<file path="config.mk">
export PLATFORM = sky130hd
export DESIGN_NAME = sseg_scanner
export DESIGN_NICKNAME = d
export VERILOG_FILES = /design/src/rtl/sseg_pkg.sv /design/src/rtl/sseg_hex_decode.sv /design/src/rtl/sseg_scanner.sv
export SDC_FILE = /design/constraint.sdc
export NUM_CORES = 1
export LEC_CHECK = 0
export CORE_ASPECT_RATIO = 1.5
export CORE_UTILIZATION = 59
export DETAILED_ROUTE_END_ITERATION = 8
export GPL_TIMING_DRIVEN = 0
export PLACE_DENSITY = 0.84
export SYNTH_ARGS = -nofsm -noshare
export SYNTH_HDL_FRONTEND = slang
export SYNTH_SLANG_ARGS = --single-unit
</file>
<file path="constraint.sdc">
create_clock -name clk -period 4.1 [get_ports clk]
set_input_delay 0.41 -clock clk [delete_from_list [all_inputs] [get_ports clk]]
set_output_delay 0.41 -clock clk [all_outputs]
set_load 0.01 [all_outputs]
</file>
<file path="src/rtl/sseg_pkg.sv">
// ----------------------------------------------------------------------------
// sseg_pkg: shared types and constants for the seven-segment scanner. Rev 1.0
// ----------------------------------------------------------------------------
`default_nettype none

package sseg_pkg;

  typedef enum logic [0:0] {
    ST_BLANK = 1'b0,
    ST_DRIVE = 1'b1
  } state_t;

  localparam logic [6:0] SEG_OFF = 7'h7F;
  localparam logic [3:0] AN_OFF  = 4'hF;

  // Active-low {g,f,e,d,c,b,a}; entry 15 is leftmost in the concatenation.
  localparam logic [15:0][6:0] HEX_SEG = {
    7'h0E, 7'h06, 7'h21, 7'h46, 7'h03, 7'h08, 7'h10, 7'h00,
    7'h78, 7'h02, 7'h12, 7'h19, 7'h30, 7'h24, 7'h79, 7'h40
  };

endpackage

`default_nettype wire

</file>
<file path="src/rtl/sseg_hex_decode.sv">
// ----------------------------------------------------------------------------
// sseg_hex_decode: combinational hex nibble to active-low segment decode. Rev 1.0
// ----------------------------------------------------------------------------
`default_nettype none

module sseg_hex_decode
  import sseg_pkg::*;
(
  input  logic [3:0] nibble,
  output logic [6:0] seg
);

  assign seg = HEX_SEG[nibble];

endmodule

`default_nettype wire

</file>
<file path="src/rtl/sseg_scanner.sv">
// ----------------------------------------------------------------------------
// sseg_scanner: 4-digit multiplexed seven-segment scanner with blanking. Rev 1.0
// Optional macro SSEG_LEADING_ZERO_BLANK_EN blanks leading-zero digits 3..1.
// ----------------------------------------------------------------------------
`default_nettype none

module sseg_scanner
  import sseg_pkg::*;
#(
  parameter int BLANK_CYCLES = 16
) (
  input  logic        clk,
  input  logic        rst,
  input  logic        scan_clk,
  input  logic [15:0] value,
  input  logic [3:0]  dp_in,
  input  logic        load,
  output logic [3:0]  an,
  output logic [6:0]  seg,
  output logic        dp,
  output logic        frame_done
);

  localparam bit         NO_BLANK   = (BLANK_CYCLES == 0);
  localparam logic [7:0] BLANK_LAST = NO_BLANK ? 8'd0 : 8'(BLANK_CYCLES - 1);

  logic        sync1_q, sync1_d, sync2_q, sync2_d, prev_q, prev_d;
  logic [1:0]  warm_q, warm_d;
  logic        arm_q, arm_d;
  logic [1:0]  dig_q, dig_d;
  state_t      state_q, state_d;
  logic [7:0]  cnt_q, cnt_d;
  logic [15:0] pend_val_q, pend_val_d, disp_val_q, disp_val_d;
  logic [3:0]  pend_dp_q, pend_dp_d, disp_dp_q, disp_dp_d;
  logic [3:0]  an_q, an_d;
  logic [6:0]  seg_q, seg_d;
  logic        dp_q, dp_d;
  logic        frame_done_q, frame_done_d;

  logic        scan_tick;
  logic        wrap;
  logic [3:0]  nibble;
  logic [6:0]  dec_seg;
  logic        lead_zero;

  // A tick needs a synchronised low seen after reset, so a level held high
  // through reset release never looks like an edge.
  assign scan_tick = arm_q & sync2_q & ~prev_q;
  assign wrap      = scan_tick & (dig_q == 2'd3);
  assign nibble    = disp_val_d[{dig_d, 2'b00} +: 4];

  sseg_hex_decode u_hex_decode (
    .nibble (nibble),
    .seg    (dec_seg)
  );

  always_comb begin
    sync1_d    = scan_clk;
    sync2_d    = sync1_q;
    prev_d     = sync2_q;
    warm_d     = {warm_q[0], 1'b1};
    arm_d      = arm_q | (warm_q[1] & ~sync2_q);
    pend_val_d = load ? value : pend_val_q;
    pend_dp_d  = load ? dp_in : pend_dp_q;
    disp_val_d = disp_val_q;
    disp_dp_d  = disp_dp_q;
    dig_d      = dig_q;
    state_d    = state_q;
    cnt_d      = cnt_q;

    if (wrap) begin
      disp_val_d = load ? value : pend_val_q;
      disp_dp_d  = load ? dp_in : pend_dp_q;
    end

    if (scan_tick) begin
      dig_d   = dig_q + 2'd1;
      cnt_d   = 8'd0;
      state_d = NO_BLANK ? ST_DRIVE : ST_BLANK;
    end else if (state_q == ST_BLANK) begin
      if (NO_BLANK || cnt_q == BLANK_LAST) begin
        state_d = ST_DRIVE;
        cnt_d   = 8'd0;
      end else begin
        cnt_d = cnt_q + 8'd1;
      end
    end
  end

  // Outputs are registered from next-state values so they line up with state_q.
  always_comb begin
`ifdef SSEG_LEADING_ZERO_BLANK_EN
    lead_zero = (dig_d != 2'd0) && ((disp_val_d >> {dig_d, 2'b00}) == 16'd0);
`else
    lead_zero = 1'b0;
`endif
    an_d         = AN_OFF;
    seg_d        = SEG_OFF;
    dp_d         = 1'b1;
    frame_done_d = wrap;
    if (state_d == ST_DRIVE) begin
      an_d  = ~(4'b0001 << dig_d);
      seg_d = lead_zero ? SEG_OFF : dec_seg;
      dp_d  = ~disp_dp_d[dig_d];
    end
  end

  always_ff @(posedge clk) begin
    if (rst) begin
      sync1_q      <= 1'b0;
      sync2_q      <= 1'b0;
      prev_q       <= 1'b0;
      warm_q       <= 2'b00;
      arm_q        <= 1'b0;
      dig_q        <= 2'd0;
      state_q      <= ST_BLANK;
      cnt_q        <= 8'd0;
      pend_val_q   <= 16'd0;
      pend_dp_q    <= 4'd0;
      disp_val_q   <= 16'd0;
      disp_dp_q    <= 4'd0;
      an_q         <= AN_OFF;
      seg_q        <= SEG_OFF;
      dp_q         <= 1'b1;
      frame_done_q <= 1'b0;
    end else begin
      sync1_q      <= sync1_d;
      sync2_q      <= sync2_d;
      prev_q       <= prev_d;
      warm_q       <= warm_d;
      arm_q        <= arm_d;
      dig_q        <= dig_d;
      state_q      <= state_d;
      cnt_q        <= cnt_d;
      pend_val_q   <= pend_val_d;
      pend_dp_q    <= pend_dp_d;
      disp_val_q   <= disp_val_d;
      disp_dp_q    <= disp_dp_d;
      an_q         <= an_d;
      seg_q        <= seg_d;
      dp_q         <= dp_d;
      frame_done_q <= frame_done_d;
    end
  end

  assign an         = an_q;
  assign seg        = seg_q;
  assign dp         = dp_q;
  assign frame_done = frame_done_q;

endmodule

`default_nettype wire

</file>
==> results of run 1 <==
-- state kept, by name (all words and copies together), names as in the netlist, 2 cells and up --
| register | flops |
|---|---|
| an | 4 |
| cnt_q | 8 |
| dig_q | 2 |
| disp_dp_q | 4 |
| disp_val_q | 16 |
| pend_dp_q | 4 |
| pend_val_q | 16 |
| seg | 7 |
| warm_q | 2 |
-- metrics by stage --
| step | power (mW) | hold WS, ns |
|---|---|---|
| after detailed placement | 0.8006 | 0.4285 |
| final | 1.394 | 0.4350 |
| after CTS | 1.403 | 0.4394 |
| after floorplan | 0.7661 | 0.4138 |
| after global placement | 0.7974 | 0.4177 |
| after global routing | 1.446 | 0.4507 |
-- cell families after synthesis --
family | Yosys count
compound gates | 38
flops | 70
buf+inv | 24
simple gates | 103
mux | 45
xor+xnor | 2
fa+ha+maj | 8
-- routing by layer --
| layer | vias to the layer above | share of wire, % |
|---|---|---|
| met5 | - | 0 |
| met4 | 0 | 1.4 |
| met3 | 12 | 3.6 |
| met2 | 38 | 52 |
| met1 | 1001 | 43 |
| li1 | 1083 | - |
-- worst max-delay path by stage --
stage                        end  slack [ns]  cells after the start
6_report       seg[3]$_SDFF_PP1_        1.04                     13
3_5_place_dp   seg[3]$_SDFF_PP1_        1.11                     13
4_1_cts        seg[3]$_SDFF_PP1_        1.08                     13
2_1_floorplan  seg[3]$_SDFF_PP1_        1.55                     13
5_1_grt        seg[3]$_SDFF_PP1_        0.86                     13
3_3_place_gp   seg[3]$_SDFF_PP1_        1.17                     13
-- power by group through the flow --
stage	logic [mW]	registers, mW	clock network (mW)
floorplan	0.0488	0.717	0
global placement	0.0791	0.718	0
detailed placement	0.0811	0.719	0
CTS	0.0822	0.704	0.617
global route	0.0880	0.705	0.653
finish	0.0810	0.704	0.609
-- cell usage after synthesis (all sizes together), types with 2 or more instances --
cell type | number | area [um2]
a21oi | 12 | 60.06
a2bb2oi | 2 | 30.03
and2 | 18 | 113.9
and3 | 3 | 18.77
buf | 6 | 62.55
clkbuf | 9 | 33.78
dfxtp | 70 | 1401
ha | 8 | 100.1
inv | 9 | 33.78
mux2 | 17 | 195.2
mux2i | 28 | 304.0
nand2 | 8 | 30.03
nand2b | 2 | 12.51
nand3 | 2 | 10.01
nand4 | 5 | 31.28
nand4b | 2 | 17.52
nor2 | 46 | 207.7
nor2b | 10 | 62.56
o21ai | 8 | 47.55
o221ai | 3 | 32.53
o22ai | 9 | 81.33
or3 | 2 | 12.51
xnor2 | 2 | 17.52
-- area by class of cell --
cell class / count / area, um2 / share of cell area (%)
Timing Repair Buffer: 35 / 350.3 / 9.632
Sequential cell: 70 / 1401 / 38.53
Buffer: 15 / 96.34 / 2.649
Inverter: 9 / 33.78 / 0.9288
Clock inverter: 7 / 97.59 / 2.683
Multi-Input combinational cell: 196 / 1451 / 39.90
Clock buffer: 9 / 123.9 / 3.406
Tap cell: 66 / 82.58 / 2.270
==> metrics.md, run 1 <==
| Metric | Value |
|---|---|
| Die width | 60.06 um |
| Switching power | 0.3064 mW |
| Starting Density | 61.52% |
| Syn Inst Count | 290 |
| Die Area | 5350 um2 |
| Netlist cell types | 47 |
| Hold Path Depth | 1 |
| Finished Layout Cells | 407 |
| Syn Area/Cell | 10.29 um2 |
| Pre-antenna DRT Iters | 4 |
| Area after DPL | 3416 um2 |
| Initial antenna violation count | 0 |
| Placed cell count | 391 |
| Share of post-route cells with drive strength above 1 | 16.42% |
| Vias per cell | 5.243 |
| CP arrival | 3.28 ns |
| PostCTS Resize Cnt | 0 |
| Layout area overhead | 21.94% |
| Critical R2R Capture | seg[3]$_SDFF_PP1_ |
| Complex-gate fraction of the synthesized area | 9.522% |
| Total CTS buffers | 9 |
| Required @ worst endpoint | 4.32 ns |
| Top_reg_cell synth | dfxtp_1 |
| MaxCap Viol Count | 0 |
| R2R Setup Slk | 1.04 ns |
| Post-synthesis simple-gate area fraction | 18.46% |
| Hold buffers post-CTS | 0 |
| Actual slew at the worst max-slew pin | 0.5384 ns |
| Register area share after synthesis | 46.98% |
| Synth Register Bits | 70 |
| Post-layout min period | 3.057 ns |
| DP HPWL | 4055 um |
| Mux contribution to synthesized area | 16.74% |
| CP cell instances | ha_1 -> nand4b_1 -> buf_6 -> buf_12 -> buf_2 -> mux2i_1 -> o22ai_1 -> nor2_2 -> inv_1 -> ha_1 -> mux2_4 -> mux2i_1 -> nand2_1 |
| Leakage power | 1.549 nW |
| CP Buf/Inv Count | 4 |
| Total number of vias | 2134 |
| GR Util All Layers | 23.82% |
| Pre-CTS setup slack | 1.115 ns |
| IO buf count | 35 |
| Core Region | 4848 um2 |
| Post-Route WL | 5807 um |
| Hold endpoint | prev_d$_SDFF_PP0_ |
| Die Ht | 89.09 um |
| TritonCTS clock tree | done |
| Fin area | 3637 um2 |
| Maximum VDD drop | 0.2178 mV |
| Critical path type | flop to flop |
| Unrepaired setup endpoints after global routing | false |
| Worst reg-to-reg path cell count | 13 |
| Cell Pwr Density | 383.1 nW/um2 |
| Min-Delay Path Class | flop to flop |
| Max Root-Sink Buffers | 2 |
| Worst clock skew | 0.006357 ns |
| Clock Power Share | 43.7% |
| Slowest cell on crit path | dfxtp_1 |
| First-pass GRT wire length | 9301 um |
| Clock transition at the registers of the reported paths | 0.08 ns |
| Sw frac | 21.98% |
| CP startpoint | dig_q[0]$_SDFF_PP0_ |
| Worst setup margin | 1.043 ns |
| # IOs | 37 |
| Pins Over Slew Limit | 0 |
| Final #Nets | 368 |
| Setup crit end kind | flop |
| Clock Latency Late Sink | 0.35 ns |
| Setup_tns | 0 ns |
| Reg-to-reg startpoint | dig_q[0]$_SDFF_PP0_ |
| Initial DRC Count | 59 |
| Adder-Cell Fraction of Synth Area | 3.356% |
| Reg power frac | 50.5% |
| Worst Setup Start Kind | flop |
| Met1 GRT Util | 25.93% |
| Combinational Power Share | 5.8% |
| Post-route DRC | 0 |
| Layer with the highest usage | met2 |
| Worst hold start | sync1_q$_SDFF_PP0_ |
| Most frequent cells in the layout | 70 x dfxtp_1, 43 x nor2_1, 35 x clkdlybuf4s50_1 |
| Post-synthesis net count | 322 |
| H-Tree Depth | 3 |
| # diodes | 0 |
| Outcome | finished, final reports clean |
| Number of global-route vias before repair | 2076 |
| Filler cells | 352 |
| Relative slew margins | 63.08% |
| GR Util met3 | 6.512% |
| Largest family of logic cells by synthesized area | simple AND/OR/NAND/NOR gates |
| Core Util, Final | 75.02% |
| DR WL/cell | 14.27 um |
| Final Setup Violations | 0 |
| Site Rows | 31 |
| Post CTS Setup Buffer Count | 0 |
| Commonest non-fill, non-tap cell in the layout | dfxtp_1 |
| Final hold vios | 0 |
| Delay-heaviest family, CP | multiplexers |
| Number of synthesized flops with an enable pin | 0 |
| Max Freq | 327.1 MHz |
| DRT antenna net count | 0 |
| Fin crit share | 74.57% |
| Final GP Congestion | 0.8196 |
| Mapped cell area | 2983 um2 |
| Crit-path max FO | 10 |
| Post-synth ARST share | 0% |
| GRT overflow | 0 |
| CP max stage delay | 0.40 ns |
| Root Driver | clkbuf_8 |
| Post-Synth XOR/XNOR Area | 0.5872% |
| Clk sinks | 70 |
| P_int | 1.087 mW |
| Global routing usage on met2 | 43.03% |
| Largest net degree at the start of global routing | 14 |
| Yosys warns | 0 |
No activity file was read; power rests on OpenSTA's default activity.
==> run 2: changes to the inputs <==
Settings changed: CORE_UTILIZATION 59 to 55, PLACE_DENSITY 0.84 to 0.79.
Clock period 4.1 ns to 3 ns, I/O delays scaled along.
==> run 2 against run 1 <==
  * Sequential share of layout area shrank 0.21 points
  * Non-clock buffer count is the same
  * Sequential power up 37%
  * Combinational power is 37% higher
  * First-iteration DRC count grew 37%
  * Maximum frequency increased by 12%
  * Register-to-register slack worse by 0.77 ns
  * Clock power increased by 41%
  * Setup slack worse by 0.77 ns
  * Via count grew 1.3%
  * Largest cell class unchanged
  * Largest power group unchanged
==> metrics.md, run 2 (synthesis gave the netlist of run 1 again) <==
| Metric | Value |
|---|---|
| # diodes | 0 |
| Setup crit end kind | flop |
| Post-route DRC | 0 |
| Clock Latency Late Sink | 0.34 ns |
| CP max stage delay | 0.48 ns |
| MaxCap Viol Count | 0 |
| H-Tree Depth | 3 |
| Unrepaired setup endpoints after global routing | false |
| Total CTS buffers | 9 |
| Final #Nets | 368 |
| Required @ worst endpoint | 3.21 ns |
| Commonest non-fill, non-tap cell in the layout | dfxtp_1 |
| Clock transition at the registers of the reported paths | 0.07 ns |
| Filler cells | 400 |
| Actual slew at the worst max-slew pin | 0.5053 ns |
| Setup_tns | 0 ns |
| CP cell instances | ha_1 -> nand4b_1 -> a2bb2oi_2 -> o22ai_1 -> or2_0 -> clkbuf_1 -> ha_1 -> mux2_4 -> mux2i_1 -> nand2_1 |
| Placed cell count | 393 |
| Pins Over Slew Limit | 0 |
| Root Driver | clkbuf_8 |
| Number of global-route vias before repair | 2163 |
| Critical path type | flop to flop |
| IO buf count | 35 |
| Die Ht | 92.20 um |
| Finished Layout Cells | 409 |
| Vias per cell | 5.284 |
| Total number of vias | 2161 |
| Min-Delay Path Class | primary input to flop |
| Slowest cell on crit path | dfxtp_1 |
| Hold endpoint | pend_dp_q[2]$_SDFF_PP0_ |
| Post-layout min period | 2.732 ns |
| Largest net degree at the start of global routing | 13 |
| Layout area overhead | 22.61% |
| GRT overflow | 0 |
| Worst reg-to-reg path cell count | 10 |
| Max Freq | 366.0 MHz |
| Starting Density | 57.75% |
| Share of post-route cells with drive strength above 1 | 16.72% |
| # IOs | 37 |
| Fin crit share | 91.06% |
| Critical R2R Capture | seg[3]$_SDFF_PP1_ |
| Most frequent cells in the layout | 70 x dfxtp_1, 43 x nor2_1, 35 x clkdlybuf4s50_1 |
| Site Rows | 32 |
| Worst Setup Start Kind | flop |
| Core Region | 5165 um2 |
| Crit path top cell by count | ha_1 |
| Pre-antenna DRT Iters | 5 |
| Final hold vios | 0 |
| Crit-path max FO | 9 |
| CP arrival | 2.94 ns |
| DRT antenna net count | 0 |
| Maximum VDD drop | 0.3959 mV |
| Cell Pwr Density | 528.2 nW/um2 |
| GR Util All Layers | 21.84% |
| Leakage power | 1.555 nW |
| Post-Route WL | 5705 um |
| DP HPWL | 4038 um |
| Die Area | 5728 um2 |
| R2R Setup Slk | 0.27 ns |
| Clk sinks | 70 |
| Worst clock skew | 0.006840 ns |
| DR WL/cell | 13.95 um |
| Hold Path Depth | 3 |
| Worst hold start | load |
| Max Root-Sink Buffers | 2 |
| Biggest regs | disp_val_q (16), pend_val_q (16), cnt_q (8) |
| Final Setup Violations | 0 |
| Initial antenna violation count | 0 |
| TritonCTS clock tree | done |
| Initial DRC Count | 81 |
| Relative slew margins | 65.35% |
| Outcome | finished, final reports clean |
| Reg-to-reg startpoint | dig_q[0]$_SDFF_PP0_ |
| Final GP Congestion | 0.8231 |
| Die width | 62.13 um |
| First-pass GRT wire length | 9722 um |
-- run 2: cell count changes in the layout (fill, tap and decap cells not counted), sizes merged --
| cell | before | now |
|---|---|---|
| clkbuf | 18 | 20 |
| clkinvlp | 2 | 1 |
| inv | 10 | 9 |
-- run 2: area by class of cell --
cell class,count,area [um2],area share [%]
well taps,68,85.08,2.326
inverters,9,33.78,0.9237
plain buffers,14,91.34,2.497
clock buffers,11,151.4,4.140
clock inverters,5,81.33,2.224
repair buffers,36,357.8,9.784
flip-flops and latches,70,1401,38.32
multi-input cells,196,1455,39.79
-- run 2: report_power, final --
group	switching, mW	internal (mW)	total (mW)
sequential	0.00959	0.952	0.962
clock	0.346	0.513	0.859
combinational	0.0471	0.0639	0.111
-- run 2: through the flow --
stage / worst slack [ns] / cell area, um2 / hold slack (ns) / total power, mW / utilization (%)
2_1_floorplan: 0.4460 / 2983 / 0.3716 / 1.047 / -
3_3_place_gp: 0.05899 / 3418 / 0.4188 / 1.090 / 66.18
3_5_place_dp: 0.001419 / 3418 / 0.4339 / 1.094 / 66.18
4_1_cts: 0.1059 / 3659 / 0.3526 / 1.948 / 70.83
5_1_grt: 0.05075 / 3657 / 0.3897 / 2.004 / 70.81
6_report: 0.2681 / 3657 / 0.3596 / 1.932 / 70.81
-- run 2: how the worst max path moves through the flow --
| stage | from | end | slack [ns] | cells after the start |
|---|---|---|---|---|
| 2_1_floorplan | dig_q[0]$_SDFF_PP0_ | seg[3]$_SDFF_PP1_ | 0.45 | 13 |
| 3_3_place_gp | dig_q[0]$_SDFF_PP0_ | seg[3]$_SDFF_PP1_ | 0.06 | 13 |
| 3_5_place_dp | dig_q[0]$_SDFF_PP0_ | seg[3]$_SDFF_PP1_ | 0.001 | 13 |
| 4_1_cts | dig_q[0]$_SDFF_PP0_ | seg[3]$_SDFF_PP1_ | 0.11 | 13 |
| 5_1_grt | dig_q[0]$_SDFF_PP0_ | seg[3]$_SDFF_PP1_ | 0.05 | 10 |
| 6_report | dig_q[0]$_SDFF_PP0_ | seg[3]$_SDFF_PP1_ | 0.27 | 10 |
-- run 2: what timing repair did --
| action | in CTS | in global routing |
|---|---|---|
| pin swaps | 1 | 0 |
| buffers inserted | 1 | 0 |
| hold buffers | 0 | 0 |
| setup endpoints to repair | 1 | 1 |
| resized for setup | 0 | 1 |
-- run 2: routing by layer --
layer / global-route usage, % / wire, um / up-vias
li1: - / - / 1083
met1: 23.75 / 2420 / 1023
met2: 39.01 / 2938 / 42
met3: 5.348 / 212 / 13
met4: 10.85 / 134 / 0
met5: 0 / 0 / -
-- run 2: critical path, delay by kind of cell, from the launching register on --
kind / cells / cell delay, ns
AO/OA/AOI/OAI: 2 / 0.48
buffers and inverters: 1 / 0.18
multiplexers: 2 / 0.40
flip-flops: 1 / 0.48
AND/OR/NAND/NOR: 3 / 0.50
adder cells (fa/ha/maj): 2 / 0.57
